`src/rtl/uart_receiver.sv`:
```
// rtl/uart_receiver.sv - 8N1 UART receiver, 8x oversampling, 3-sample majority vote per bit
// Delivers each byte as a one-cycle strobe and flags stop-bit framing errors.
module uart_receiver #(
    parameter int ClkFrequency = 12000000,
    parameter int Baud         = 115200
) (
    input  logic       clk,
    input  logic       rst,
    input  logic       RxD,
    output logic [7:0] RxD_data,
    output logic       RxD_data_ready,
    output logic       RxD_frame_err,
    output logic       RxD_busy
);

    localparam int Div  = (ClkFrequency + Baud * 4) / (Baud * 8);
    localparam int CntW = (Div > 2) ? $clog2(Div) : 1;
    localparam logic [CntW-1:0] DivMax = CntW'(Div - 1);

    generate
        if (Div < 2) begin : g_div_check
            $error("uart_receiver: clocks per oversample tick must be at least 2");
        end
    endgenerate

    typedef enum logic [2:0] {
        IDLE,
        START,
        DATA,
        STOP,
        WAIT_HIGH
    } state_t;

    logic            rx_meta_q;
    logic            rx_s_q;
    logic [CntW-1:0] cnt_q;
    logic [CntW-1:0] cnt_d;
    logic            tick;
    state_t          state_q;
    logic [2:0]      phase_q;
    logic [2:0]      bitidx_q;
    logic [7:0]      shreg_q;
    logic            smp3_q;
    logic            smp4_q;
    logic            vote;
    logic [7:0]      data_q;
    logic            ready_q;
    logic            frame_err_q;
    logic            busy_q;

    always_ff @(posedge clk or posedge rst) begin
        if (rst) begin
            rx_meta_q <= 1'b1;
            rx_s_q    <= 1'b1;
        end else begin
            rx_meta_q <= RxD;
            rx_s_q    <= rx_meta_q;
        end
    end

    assign tick  = (cnt_q == DivMax);
    assign cnt_d = tick ? '0 : cnt_q + 1'b1;

    always_ff @(posedge clk or posedge rst) begin
        if (rst) begin
            cnt_q <= '0;
        end else begin
            cnt_q <= cnt_d;
        end
    end

    // Third sample is the live synchronized line on the phase-5 tick.
    assign vote = (smp3_q & smp4_q) | (smp3_q & rx_s_q) | (smp4_q & rx_s_q);

    always_ff @(posedge clk or posedge rst) begin
        if (rst) begin
            state_q     <= IDLE;
            phase_q     <= 3'd0;
            bitidx_q    <= 3'd0;
            shreg_q     <= 8'h00;
            smp3_q      <= 1'b1;
            smp4_q      <= 1'b1;
            data_q      <= 8'h00;
            ready_q     <= 1'b0;
            frame_err_q <= 1'b0;
            busy_q      <= 1'b0;
        end else begin
            ready_q     <= 1'b0;
            frame_err_q <= 1'b0;
            if (tick) begin
                if (phase_q == 3'd3) smp3_q <= rx_s_q;
                if (phase_q == 3'd4) smp4_q <= rx_s_q;
                case (state_q)
                    IDLE: begin
                        if (!rx_s_q) begin
                            state_q <= START;
                            phase_q <= 3'd1;
                            busy_q  <= 1'b1;
                        end
                    end
                    START: begin
                        phase_q <= phase_q + 3'd1;
                        if (phase_q == 3'd5 && vote) begin
                            state_q <= IDLE;
                            busy_q  <= 1'b0;
                        end else if (phase_q == 3'd7) begin
                            state_q  <= DATA;
                            phase_q  <= 3'd0;
                            bitidx_q <= 3'd0;
                        end
                    end
                    DATA: begin
                        phase_q <= phase_q + 3'd1;
                        if (phase_q == 3'd5) shreg_q <= {vote, shreg_q[7:1]};
                        if (phase_q == 3'd7) begin
                            if (bitidx_q == 3'd7) begin
                                state_q <= STOP;
                                phase_q <= 3'd0;
                            end else begin
                                bitidx_q <= bitidx_q + 3'd1;
                            end
                        end
                    end
                    STOP: begin
                        phase_q <= phase_q + 3'd1;
                        // Leaving at mid stop bit lets an early next start bit resync.
                        if (phase_q == 3'd5) begin
                            if (vote) begin
                                data_q  <= shreg_q;
                                ready_q <= 1'b1;
                                state_q <= IDLE;
                                busy_q  <= 1'b0;
                            end else begin
                                frame_err_q <= 1'b1;
                                state_q     <= WAIT_HIGH;
                            end
                        end
                    end
                    WAIT_HIGH: begin
                        if (rx_s_q) begin
                            state_q <= IDLE;
                            busy_q  <= 1'b0;
                        end
                    end
                    default: begin
                        state_q <= IDLE;
                        busy_q  <= 1'b0;
                    end
                endcase
            end
        end
    end

    assign RxD_data       = data_q;
    assign RxD_data_ready = ready_q;
    assign RxD_frame_err  = frame_err_q;
    assign RxD_busy       = busy_q;

endmodule

```
`config.mk`:
```
export PLATFORM = sky130hd
export DESIGN_NAME = uart_receiver
export DESIGN_NICKNAME = d
export VERILOG_FILES = /design/src/rtl/uart_receiver.sv
export SDC_FILE = /design/constraint.sdc
export NUM_CORES = 1
export LEC_CHECK = 0
export BUFFER_PORTS_ARGS = -buffer_cell sky130_fd_sc_hd__buf_4
export CAP_MARGIN = 10
export CORE_UTILIZATION = 48
export CTS_CLUSTER_DIAMETER = 60
export DETAILED_ROUTE_END_ITERATION = 7
export PLACE_DENSITY = 0.7
export SETUP_SLACK_MARGIN = 0.2
export SLEW_MARGIN = 20
export SYNTH_ARGS = -nofsm -noshare
export SYNTH_HDL_FRONTEND = slang
export SYNTH_SLANG_ARGS = --single-unit
```
`constraint.sdc`:
```
create_clock -name clk -period 3.05 [get_ports clk]
set_input_delay 0.61 -clock clk [delete_from_list [all_inputs] [get_ports clk]]
set_output_delay 0.61 -clock clk [all_outputs]
set_load 0.02 [all_outputs]
```
==> results_dict.tcl, run 1 <==
set metrics [dict create \
    drt-pass1-iter-count 4 \
    synth-xor-area-share_pct 0.996 \
    cts_tree "done" \
    endpoint_kind "flip-flop" \
    crit_chain "inv_1, ha_1, and3_1, nand3_2, mux2_1" \
    synth_fp_nets 157 \
    initial_antenna_violation_count 0 \
    vias 1119 \
    mappedNetlistArea_sq_mm 0.00176 \
    main_combinational_cell_family_by_area_after_synthesis "compound AO/OA/AOI/OAI gates" \
    ctsResizeCount 0 \
    r2r.worst_path.cells 5 \
    peakVddDrop_mv 0.254 \
    timing.slew.headroom_pct 71.3 \
    maximum_number_of_pins_on_one_net_before_global_route_repair 26 \
    crit_type "reg -> reg" \
    synth.area.mux_share_pct 12.6 \
    path_buf_inv 1 \
    port_buffers 13 \
    cp_top_family "simple AND/OR/NAND/NOR gates" \
    detail_route.drc_violations 0 \
    grt_usage_pct 18.0 \
    report.final.setup_viol 0 \
    compound_gate_fraction_of_synth_area_pct 12.8 \
    floorplan.rows 21 \
    number_of_global_route_vias_before_repair 1099 \
    numClockSinks 36 \
    finalMaxSlewViolations 0 \
    postSynthRegisterBits 36 \
    cts-root-buf "clkbuf_4" \
    holdWs_ns 0.241 \
    final_hold_viol_count 0 \
    routabilityCongestion 0.880 \
    hold_path_class "in -> async" \
    insertedDiodeCount 0 \
    die_width_um 62.5 \
    violation_count_after_the_first_detailed_routing_iteration 38 \
    clock_skew_ns 0.00793 \
    final_layout_net_count 172 \
    final_period_minus_worst_setup_slack_ns 1.87 \
    chipHeight_um 62.5 \
    grt_setup_unrepaired "false" \
    synth_edf_count 0 \
    boundaryPins 14 \
    synth-seq-area-share_pct 51.5 \
    layout_worst_path_cycle_share_pct 61.4 \
    arrival_ns 2.11 \
    postRouteAntennaNets 0 \
    max_clock_freq_mhz 534 \
    area_delta_synth_final_pct 10.4 \
    status "finished, final reports clean" \
    cts_hold_buf 0 \
    synth_ff_type "dfrtp_1" \
    drt-wirelength-per-cell_um 14.4 \
    synth_async_sr_flop_share_pct 100 \
    number_of_buffers_created_by_cts 5 \
    static-leakage-power_uw 0.000948 \
    post_synth_inst_count 145 \
    worst_path_max_delay_cell "dfrtp_1" \
    worst-path-stages 5 \
    clkSlewWorstSetupHoldPaths_ns 0.11 \
    route.detailed.vias_per_inst 5.41 \
    die_area_sq_mm 0.00391 \
    htreeDepth 2 \
    grt_first_pass_wirelength_um 5370 \
    drv.max_cap_violation_count 0 \
    timing.critical_path.required_ns 3.28 \
    clockBufferDepth 2 \
    initial_core_util_pct 51.5 \
    yosysWarnings 0 \
    design.core.area_sq_mm 0.00342 \
    path_max_fanout 9 \
    number_of_buffers_inserted_by_post_cts_setup_repair 0 \
    drive_gt1_share_pct 27.3 \
    synthAdderAreaFrac_pct 7.19 \
    synthDistinctLibCells 45 \
    avgSynthCellArea_sq_um 12.1 \
    timing.critical_path.from_type "flip-flop" \
    routed_wirelength_um 2980 \
    synth_simple_gate_area_share_pct 10.2 \
    cpPeakStageDelay_ns 0.43 \
    power-per-cell-area_mw_per_mm2 406 \
    gr_ovfl_total 0 \
    place_hpwl_um 2170 \
    clk_latency_ns 0.35 \
    worst_slew_pin_slew_ns 0.431 \
    timing.setup.tns_ns 0 \
]
layout by cell type, fill, tap and decap left out, types with 2 or more instances in the layout:
cell type	netlist	routed
nand2b_1	2	2
a31oi_1	2	2
dfstp_2	4	4
nand2_1	7	7
mux2_4	8	8
o211ai_1	3	3
a21oi_2	2	2
buf_4	2	14
a21oi_1	4	4
nand3_1	2	2
and4b_1	2	2
xnor2_1	2	2
a22o_1	3	3
mux2_1	8	8
inv_1	9	9
ha_1	9	9
clkbuf_4	0	5
and3_1	2	2
clkinv_2	0	2
nor2_1	9	9
o21ai_0	6	6
dfrtp_1	32	32
cell type report:
type,count,area [sq um]
clock buffers,6,51.3
clock inverters,2,10.0
fillers,303,1480
inverters,11,41.3
multi-input cells,92,769
flip-flops and latches,36,906
well taps,46,57.6
repair buffers,14,105
layer usage:
| metal | wire (um) | vias to the layer above | GRT usage, % |
|---|---|---|---|
| li1 | - | 542 | - |
| met1 | 1450 | 545 | 25.7 |
| met2 | 1330 | 27 | 24.9 |
| met3 | 135 | 5 | 4.56 |
| met4 | 65 | 0 | 9.59 |
| met5 | 0 | - | 0 |
per-stage QoR:
stage               instance area [sq um]  setup WS [ns]  utilization [%]  total power [uW]  instances
finish                               1940           1.18             56.8               788        207
global route                         1940           1.03             56.8               821        207
CTS                                  1940           1.15             56.8               794        207
detailed placement                   1880           1.21             55.0               527        199
global placement                     1880           1.25             55.0               526        199
floorplan                            1760           1.39                -               517        145
power breakdown:
part	switching [uW]	internal [uW]
clock	161	110
combinational	18.7	10.5
sequential	5.31	483
sequential cells by signal, indices dropped and copies added, names as in the netlist, 3 cells and up:
name	cells
RxD_data	8
bitidx_q	3
cnt_q	4
phase_q	3
shreg_q	8
state_q	3
cell families (layout without fill, tap and decap cells):
| family | after synthesis | count (layout) |
|---|---|---|
| multiplexers | 17 | 17 |
| adder cells (fa/ha/maj) | 10 | 10 |
| flip-flops | 36 | 36 |
| buffers and inverters | 17 | 33 |
| AO/OA/AOI/OAI | 31 | 31 |
| XOR/XNOR | 2 | 2 |
| AND/OR/NAND/NOR | 32 | 32 |
synthesized netlist by cell type (3+ instances only):
library cell	count	share of area [%]
inv_1	9	1.9
nor2_1	9	1.9
buf_2	3	0.85
dfstp_2	4	6.0
o21ai_0	6	1.7
o211ai_1	3	1.3
nand2_1	7	1.5
a21oi_1	4	1.1
mux2_4	8	6.8
ha_1	9	6.4
mux2_1	8	5.1
a22o_1	3	1.5
dfrtp_1	32	46
worst register-to-register path, cell delays in order (launching register included):
cell,delay [ns]
dfrtp_1,0.43
inv_1,0.09
ha_1,0.20
and3_1,0.40
nand3_2,0.27
mux2_1,0.38
worst paths after layout:
kind / from / slack, ns / to
hold reg to reg: rx_meta_q$_DFF_PP1_ / 0.37 / rx_s_q$_DFF_PP1_
setup / recovery: cnt_q[0]$_DFF_PP0_ / 1.18 / shreg_q[4]$_DFFE_PP0P_
setup reg to reg: cnt_q[0]$_DFF_PP0_ / 1.18 / shreg_q[4]$_DFFE_PP0P_
max in group asynchronous: rst / 2.08 / rx_meta_q$_DFF_PP1_
hold / removal: rst / 0.24 / bitidx_q[0]$_DFFE_PP0P_
min in group clk: RxD / 0.36 / rx_meta_q$_DFF_PP1_
Power figures use the tool's default switching activity.
==> run 2, diff against run 1 <==
--- a/config.mk
+++ b/config.mk
@@ -5,12 +5,13 @@
 export SDC_FILE = /design/constraint.sdc
 export NUM_CORES = 1
 export LEC_CHECK = 0
+export ABC_AREA = 1
 export BUFFER_PORTS_ARGS = -buffer_cell sky130_fd_sc_hd__buf_4
 export CAP_MARGIN = 10
 export CORE_UTILIZATION = 48
 export CTS_CLUSTER_DIAMETER = 60
 export DETAILED_ROUTE_END_ITERATION = 7
-export PLACE_DENSITY = 0.7
+export PLACE_DENSITY = 0.73
 export SETUP_SLACK_MARGIN = 0.2
 export SLEW_MARGIN = 20
 export SYNTH_ARGS = -nofsm -noshare
==> constraint.sdc (replaced) <==
create_clock -name clk -period 1.6 [get_ports clk]
set_input_delay 0.32 -clock clk [delete_from_list [all_inputs] [get_ports clk]]
set_output_delay 0.32 -clock clk [all_outputs]
set_load 0.02 [all_outputs]
==> run 2 against run 1 <==
Compared with the run above:
- critical path depth increased by 3
- combinational power rose to 10 times the previous value
- fmax grew 33%
- first-iteration DRC count is 13% higher
- highest routed layer unchanged
==> results_dict.tcl, run 2 <==
set metrics [dict create \
    initial_antenna_violation_count 0 \
    clockBufferDepth 2 \
    clkSlewWorstSetupHoldPaths_ns 0.07 \
    report.final.setup_viol 0 \
    die_width_um 64.2 \
    clock_skew_ns 0.00469 \
    cell_internal_pwr_uw 1410 \
    design.core.area_sq_mm 0.00369 \
    synth-seq-area-share_pct 48.8 \
    htreeDepth 2 \
    power_switching_uw 541 \
    chipHeight_um 64.2 \
    synth.top_cell.area_share_pct 43.1 \
    grt_first_pass_wirelength_um 5750 \
    r2r.worst_path.cells 8 \
    compound_gate_fraction_of_synth_area_pct 9.23 \
    synth.most_common_cell "nand2_1" \
    avgSynthCellArea_sq_um 9.11 \
    cpPeakStageDelay_ns 0.43 \
    p_sw_share_pct 27.7 \
    insertedDiodeCount 0 \
    layout_worst_path_cycle_share_pct 88.0 \
    crit_type "reg -> reg" \
    clock_power_share_pct 34.7 \
    synth-xor-area-share_pct 0.943 \
    post_synth_inst_count 204 \
    synth_ff_type "dfrtp_1" \
    cts-root-buf "clkbuf_8" \
    status "finished, final reports clean" \
    timing.critical_path.from_type "flip-flop" \
    worst_path_max_delay_cell "dfrtp_1" \
    drive_gt1_share_pct 45.4 \
    final_layout_net_count 249 \
    place.detailed.instances 264 \
    power_frac_seq_pct 50.2 \
    max_clock_freq_mhz 710 \
    multi_input_area_sq_mm 0.00103 \
    static-leakage-power_uw 0.00112 \
    vias 1412 \
    synth_simple_gate_area_share_pct 27.3 \
    grt_usage_pct 18.7 \
    holdWs_ns 0.132 \
    netlist.top_cell.by_area "dfrtp_1" \
    synth.area.mux_share_pct 0 \
    drt-pass1-iter-count 4 \
    number_of_global_route_vias_before_repair 1305 \
    utilization_pct 66.9 \
    arrival_ns 1.59 \
    synthAdderAreaFrac_pct 6.06 \
    port_buffers 13 \
    worst_slew_pin_slew_ns 0.442 \
    final_period_minus_worst_setup_slack_ns 1.41 \
    crit_chain "inv_2, ha_4, nand2_4, nor2_4, nand3_4, buf_12, nand2_2, o21ai_2" \
    clk_latency_ns 0.29 \
    maximum_number_of_pins_on_one_net_before_global_route_repair 37 \
    endpoint_kind "flip-flop" \
    synthDistinctLibCells 27 \
    synth_async_sr_flop_share_pct 100 \
    synth_commonest_cells "nand2_1 (56), dfrtp_1 (32), inv_1 (24)" \
    synth.area.top_cells "dfrtp_1 (43%), nand2_1 (11%), ha_1 (6.1%)" \
    final_common_cell "nand2_1" \
    routed_wirelength_um 3670 \
    number_of_buffers_created_by_cts 5 \
    hold_path_class "in -> async" \
    violation_count_after_the_first_detailed_routing_iteration 43 \
    grt_setup_unrepaired "true" \
    mappedNetlistArea_sq_mm 0.00186 \
    main_combinational_cell_family_by_area_after_synthesis "simple AND/OR/NAND/NOR gates" \
    power-per-cell-area_mw_per_mm2 791 \
    boundaryPins 14 \
    synth_edf_count 0 \
    drt-wirelength-per-cell_um 12.8 \
    cts_tree "done" \
    finalMaxSlewViolations 0 \
    fill_cells 296 \
    drv.max_cap_violation_count 0 \
    p_comb_share_pct 15.1 \
    postSynthRegisterBits 36 \
    area.sequential_sq_um 911 \
    path_max_fanout 8 \
    final_cell_mix "nand2_1 (41), dfrtp_1 (28), buf_4 (24), inv_1 (18), o21ai_2 (12)" \
    postRouteAntennaNets 0 \
    routabilityCongestion 0.831 \
    synth_fp_nets 216 \
    die_area_sq_mm 0.00412 \
    yosysWarnings 0 \
    gr_ovfl_total 0 \
    timing.slew.headroom_pct 70.5 \
    detail_route.drc_violations 0 \
    numClockSinks 36 \
    final_cells 286 \
    peakVddDrop_mv 0.584 \
    route.detailed.vias_per_inst 4.94 \
    floorplan.rows 22 \
    timing.critical_path.required_ns 1.78 \
    place_hpwl_um 2260 \
    area_delta_synth_final_pct 32.7 \
    initial_core_util_pct 50.4 \
    final_hold_viol_count 0 \
    timing.setup.tns_ns 0 \
]
-- run 2: cell types whose count changed after synthesis, moves of 3 or more --
cell and delta:
o21ai_2 +12, nand3_1 +11, nand2_1 +49, o21ai_1 +3, mux2_4 -8, o211ai_1 -3, nand3b_1 +3, nand4_1 +3
a22o_1 -3, nor2_4 +4, buf_2 -3, mux2_1 -8, inv_1 +15
-- run 2: cell type report --
type	count	area share, %
clock inverter	1	0.304
tap	48	2.44
sequential	36	36.9
inverter	27	4.31
multi-input combinational	138	41.7
clock buffer	7	3.50
timing repair buffer	29	10.9
-- run 2: worst max-delay path, delay by kind of cell (launching register included) --
kind / cells / cell delay, ns
adders and majority gates: 1 / 0.14
AOI/OAI and AO/OA: 1 / 0.05
DFF: 1 / 0.43
and+or+nand+nor: 4 / 0.40
buffers and inverters: 2 / 0.27
-- run 2: kinds of logic (layout without fill, tap and decap cells) --
logic type | after synthesis | in the layout
and+or+nand+nor | 101 | 102
AOI/OAI and AO/OA | 25 | 25
xor gates and xnor gates | 2 | 2
buffers and inverters | 31 | 64
DFF | 36 | 36
adders and majority gates | 9 | 9
-- run 2: per-layer routing --
layer | vias up | GRT usage (%) | wire length [um]
met3 | 8 | 5.89 | 96
met4 | 0 | 7.50 | 69
met2 | 16 | 30.1 | 1800
met5 | - | 0 | 0
li1 | 720 | - | -
met1 | 668 | 23.4 | 1710
-- run 2: power groups by stage --
stage,combinational [uW],sequential (uW),clock [uW]
after CTS,230,972,694
after floorplan,177,973,0
after global placement,206,986,0
final,295,978,677
after detailed placement,207,986,0
after global routing,324,982,726
-- run 2: through the flow --
stage          total power (uW)  worst slack [ns]  cell area (sq um)
2_1_floorplan              1150             0.210               1860
3_3_place_gp               1190            0.0312               2000
3_5_place_dp               1190            0.0289               2000
4_1_cts                    1900             0.194               2210
5_1_grt                    2030             0.115               2470
6_report                   1950             0.192               2470
-- run 2: worst paths after layout --
kind | from | end | slack (ns)
max in group asynchronous | rst | rx_meta_q$_DFF_PP1_ | 1.12
setup reg to reg | phase_q[1]$_DFFE_PP0P_ | RxD_data[3]$_DFFE_PP0P_ | 0.19
setup / recovery | phase_q[1]$_DFFE_PP0P_ | RxD_data[3]$_DFFE_PP0P_ | 0.19
hold reg to reg | rx_meta_q$_DFF_PP1_ | rx_s_q$_DFF_PP1_ | 0.36
min in group clk | RxD | rx_meta_q$_DFF_PP1_ | 0.13
hold / removal | rst | RxD_data_ready$_DFF_PP0_ | 0.13
-- run 2: what timing repair did --
item                                    CTS  global route
setup buffers                             4             8
cloned                                    0             2
pin swaps                                 7            13
gates resized for setup                  25            38
hold buffers                              0             0
endpoints found under the setup margin   19            27
==> run 3, diff against run 2 <==
--- a/config.mk
+++ b/config.mk
@@ -5,11 +5,9 @@
 export SDC_FILE = /design/constraint.sdc
 export NUM_CORES = 1
 export LEC_CHECK = 0
-export ABC_AREA = 1
 export BUFFER_PORTS_ARGS = -buffer_cell sky130_fd_sc_hd__buf_4
 export CAP_MARGIN = 10
 export CORE_UTILIZATION = 48
-export CTS_CLUSTER_DIAMETER = 60
 export DETAILED_ROUTE_END_ITERATION = 7
 export PLACE_DENSITY = 0.73
 export SETUP_SLACK_MARGIN = 0.2
==> run 3 against run 2 <==
Compared with the run above:
- the run now ends with negative setup slack left
- via count is 9.6% lower
- register-to-register slack lost 0.21 ns
- power is 15% lower
- critical path type unchanged
- setup slack worse by 0.21 ns
- combinational power down 69%
- clock power fell by 6.4%
- global-route usage grew 1.0 points
- first-iteration DRC count rose by 19%
- routed wire length is 1.8% lower
- die area fell by 5.2%
- cell count down 19%
==> results_dict.tcl, run 3 (synthesized netlist as in run 1, its figures left out) <==
set metrics [dict create \
    detail_route.drc_violations 0 \
    drive_gt1_share_pct 53.2 \
    grt_first_pass_wirelength_um 5870 \
    number_of_global_route_vias_before_repair 1245 \
    chipHeight_um 62.5 \
    utilization_pct 68.6 \
    area_delta_synth_final_pct 33.4 \
    drt-wirelength-per-cell_um 15.5 \
    insertedDiodeCount 0 \
    report.final.setup_viol 1 \
    final_critical_path_setup_slack_ns -0.0131 \
    r2r.worst_path.cells 6 \
    area.sequential_sq_um 908 \
    status "finished with violations" \
    violated_checks "negative setup slack" \
    fill_cells 252 \
    final_hold_viol_count 0 \
    route.detailed.vias_per_inst 5.50 \
    vias 1276 \
    cts_tree "done" \
    path_max_fanout 7 \
    multi_input_area_sq_um 968 \
    hold_path_class "in -> async" \
    final_layout_net_count 197 \
    layout_worst_path_cycle_share_pct 101 \
    endpoint_kind "flip-flop" \
    routabilityCongestion 0.932 \
    timing.slew.headroom_pct 71.1 \
    boundaryPins 14 \
    die_area_sq_mm 0.00391 \
    grt_usage_pct 19.7 \
    grt_setup_unrepaired "true" \
    crit_type "reg -> reg" \
    finalMaxSlewViolations 0 \
    port_buffers 13 \
    clkSlewWorstSetupHoldPaths_ns 0.11 \
    worst_slew_pin_slew_ns 0.434 \
    arrival_ns 1.86 \
    initial_core_util_pct 51.5 \
    violation_count_after_the_first_detailed_routing_iteration 51 \
    gr_ovfl_total 0 \
    peakVddDrop_mv 1.05 \
    finalPower_uw 1660 \
    dpl_cell_area_sq_mm 0.00200 \
    routed_wirelength_um 3610 \
    cts_hold_buf 0 \
    maximum_number_of_pins_on_one_net_before_global_route_repair 37 \
    finalInstanceArea_sq_mm 0.00234 \
    final_cell_mix "buf_4 (36), dfrtp_1 (30), mux2_4 (16), nor2_1 (8), inv_1 (6)" \
    clockBufferDepth 2 \
    static-leakage-power_uw 0.00110 \
    final_period_minus_worst_setup_slack_ns 1.61 \
    cts-root-buf "clkbuf_4" \
    final_common_cell "buf_4" \
    clk_latency_ns 0.35 \
    design.core.area_sq_mm 0.00342 \
    pre_cts_slack_ns -0.138 \
    postRouteAntennaNets 0 \
    timing.critical_path.required_ns 1.84 \
    floorplan.rows 21 \
    initial_antenna_violation_count 0 \
    number_of_buffers_created_by_cts 5 \
    max_clock_freq_mhz 620 \
    timing.critical_path.from_type "flip-flop" \
    drt-pass1-iter-count 4 \
    drv.max_cap_violation_count 0 \
    numClockSinks 36 \
    die_width_um 62.5 \
    htreeDepth 2 \
    clock_skew_ns 0.00834 \
    power-per-cell-area_mw_per_mm2 707 \
    place_hpwl_um 2320 \
]
[run 3: cell types whose count changed in the layout (fill, tap and decap cells not counted), moves of 9 or more]
| cell | delta |
|---|---|
| inv_1 | -12 |
| o21ai_2 | -11 |
| buf_4 | +12 |
| mux2_4 | +16 |
| nand3_1 | -9 |
| nand2_1 | -36 |
| nand2_2 | -9 |
[run 3: area by class of cell]
type	instances	area share, %
Clock buffer	6	1.76
Sequential cell	36	38.7
Multi-Input combinational cell	93	41.3
Tap cell	46	2.45
Clock inverter	2	1.49
Inverter	11	1.76
Timing Repair Buffer	38	12.5
[run 3: critical path: stages (launching register included)]
cell	delay (ns)
dfrtp_1	0.44
inv_2	0.08
ha_4	0.18
and2_4	0.20
a2bb2oi_4	0.18
a32o_1	0.23
a31o_1	0.20
[run 3: report_power, final]
part           total, uW  switching, uW  internal, uW
clock                634            307           327
combinational       90.4           50.4          39.9
sequential           933           11.9           921
[run 3: layer usage]
layer | track usage (%) | routed length (um) | share of wire (%) | up-vias
met5 | 0 | 0 | 0 | -
met4 | 9.88 | 73 | 2.0 | 0
met3 | 5.47 | 140 | 3.9 | 12
met2 | 29.9 | 1690 | 47 | 43
met1 | 25.9 | 1700 | 47 | 620
li1 | - | - | - | 601
[run 3: final timing paths]
check                                       startpoint                       to  slack [ns]
worst min-delay path                               rst  bitidx_q[1]$_DFFE_PP0P_        0.06
worst max-delay path            phase_q[1]$_DFFE_PP0P_   state_q[0]$_DFFE_PP0P_       -0.01
max in group asynchronous                          rst       smp4_q$_DFFE_PP1P_        1.19
worst min register to register     rx_meta_q$_DFF_PP1_         rx_s_q$_DFF_PP1_        0.37
worst max register to register  phase_q[1]$_DFFE_PP0P_   state_q[0]$_DFFE_PP0P_       -0.01
min in group clk                                   RxD      rx_meta_q$_DFF_PP1_        0.08
[run 3: stage by stage]
step | hold slack [ns] | setup TNS (ns) | instances
floorplan | 0.324 | 0 | 145
global placement | 0.349 | -0.0295 | 212
detailed placement | 0.351 | -1.05 | 212
CTS | 0.0572 | 0 | 228
global route | 0.0541 | -0.780 | 232
finish | 0.0578 | -0.0131 | 232
[run 3: repair_timing]
item,in CTS,in global routing
gates cloned,1,0
pin swaps,9,4
gates resized for setup,27,15
endpoints found under the setup margin,30,29
setup buffers,7,4
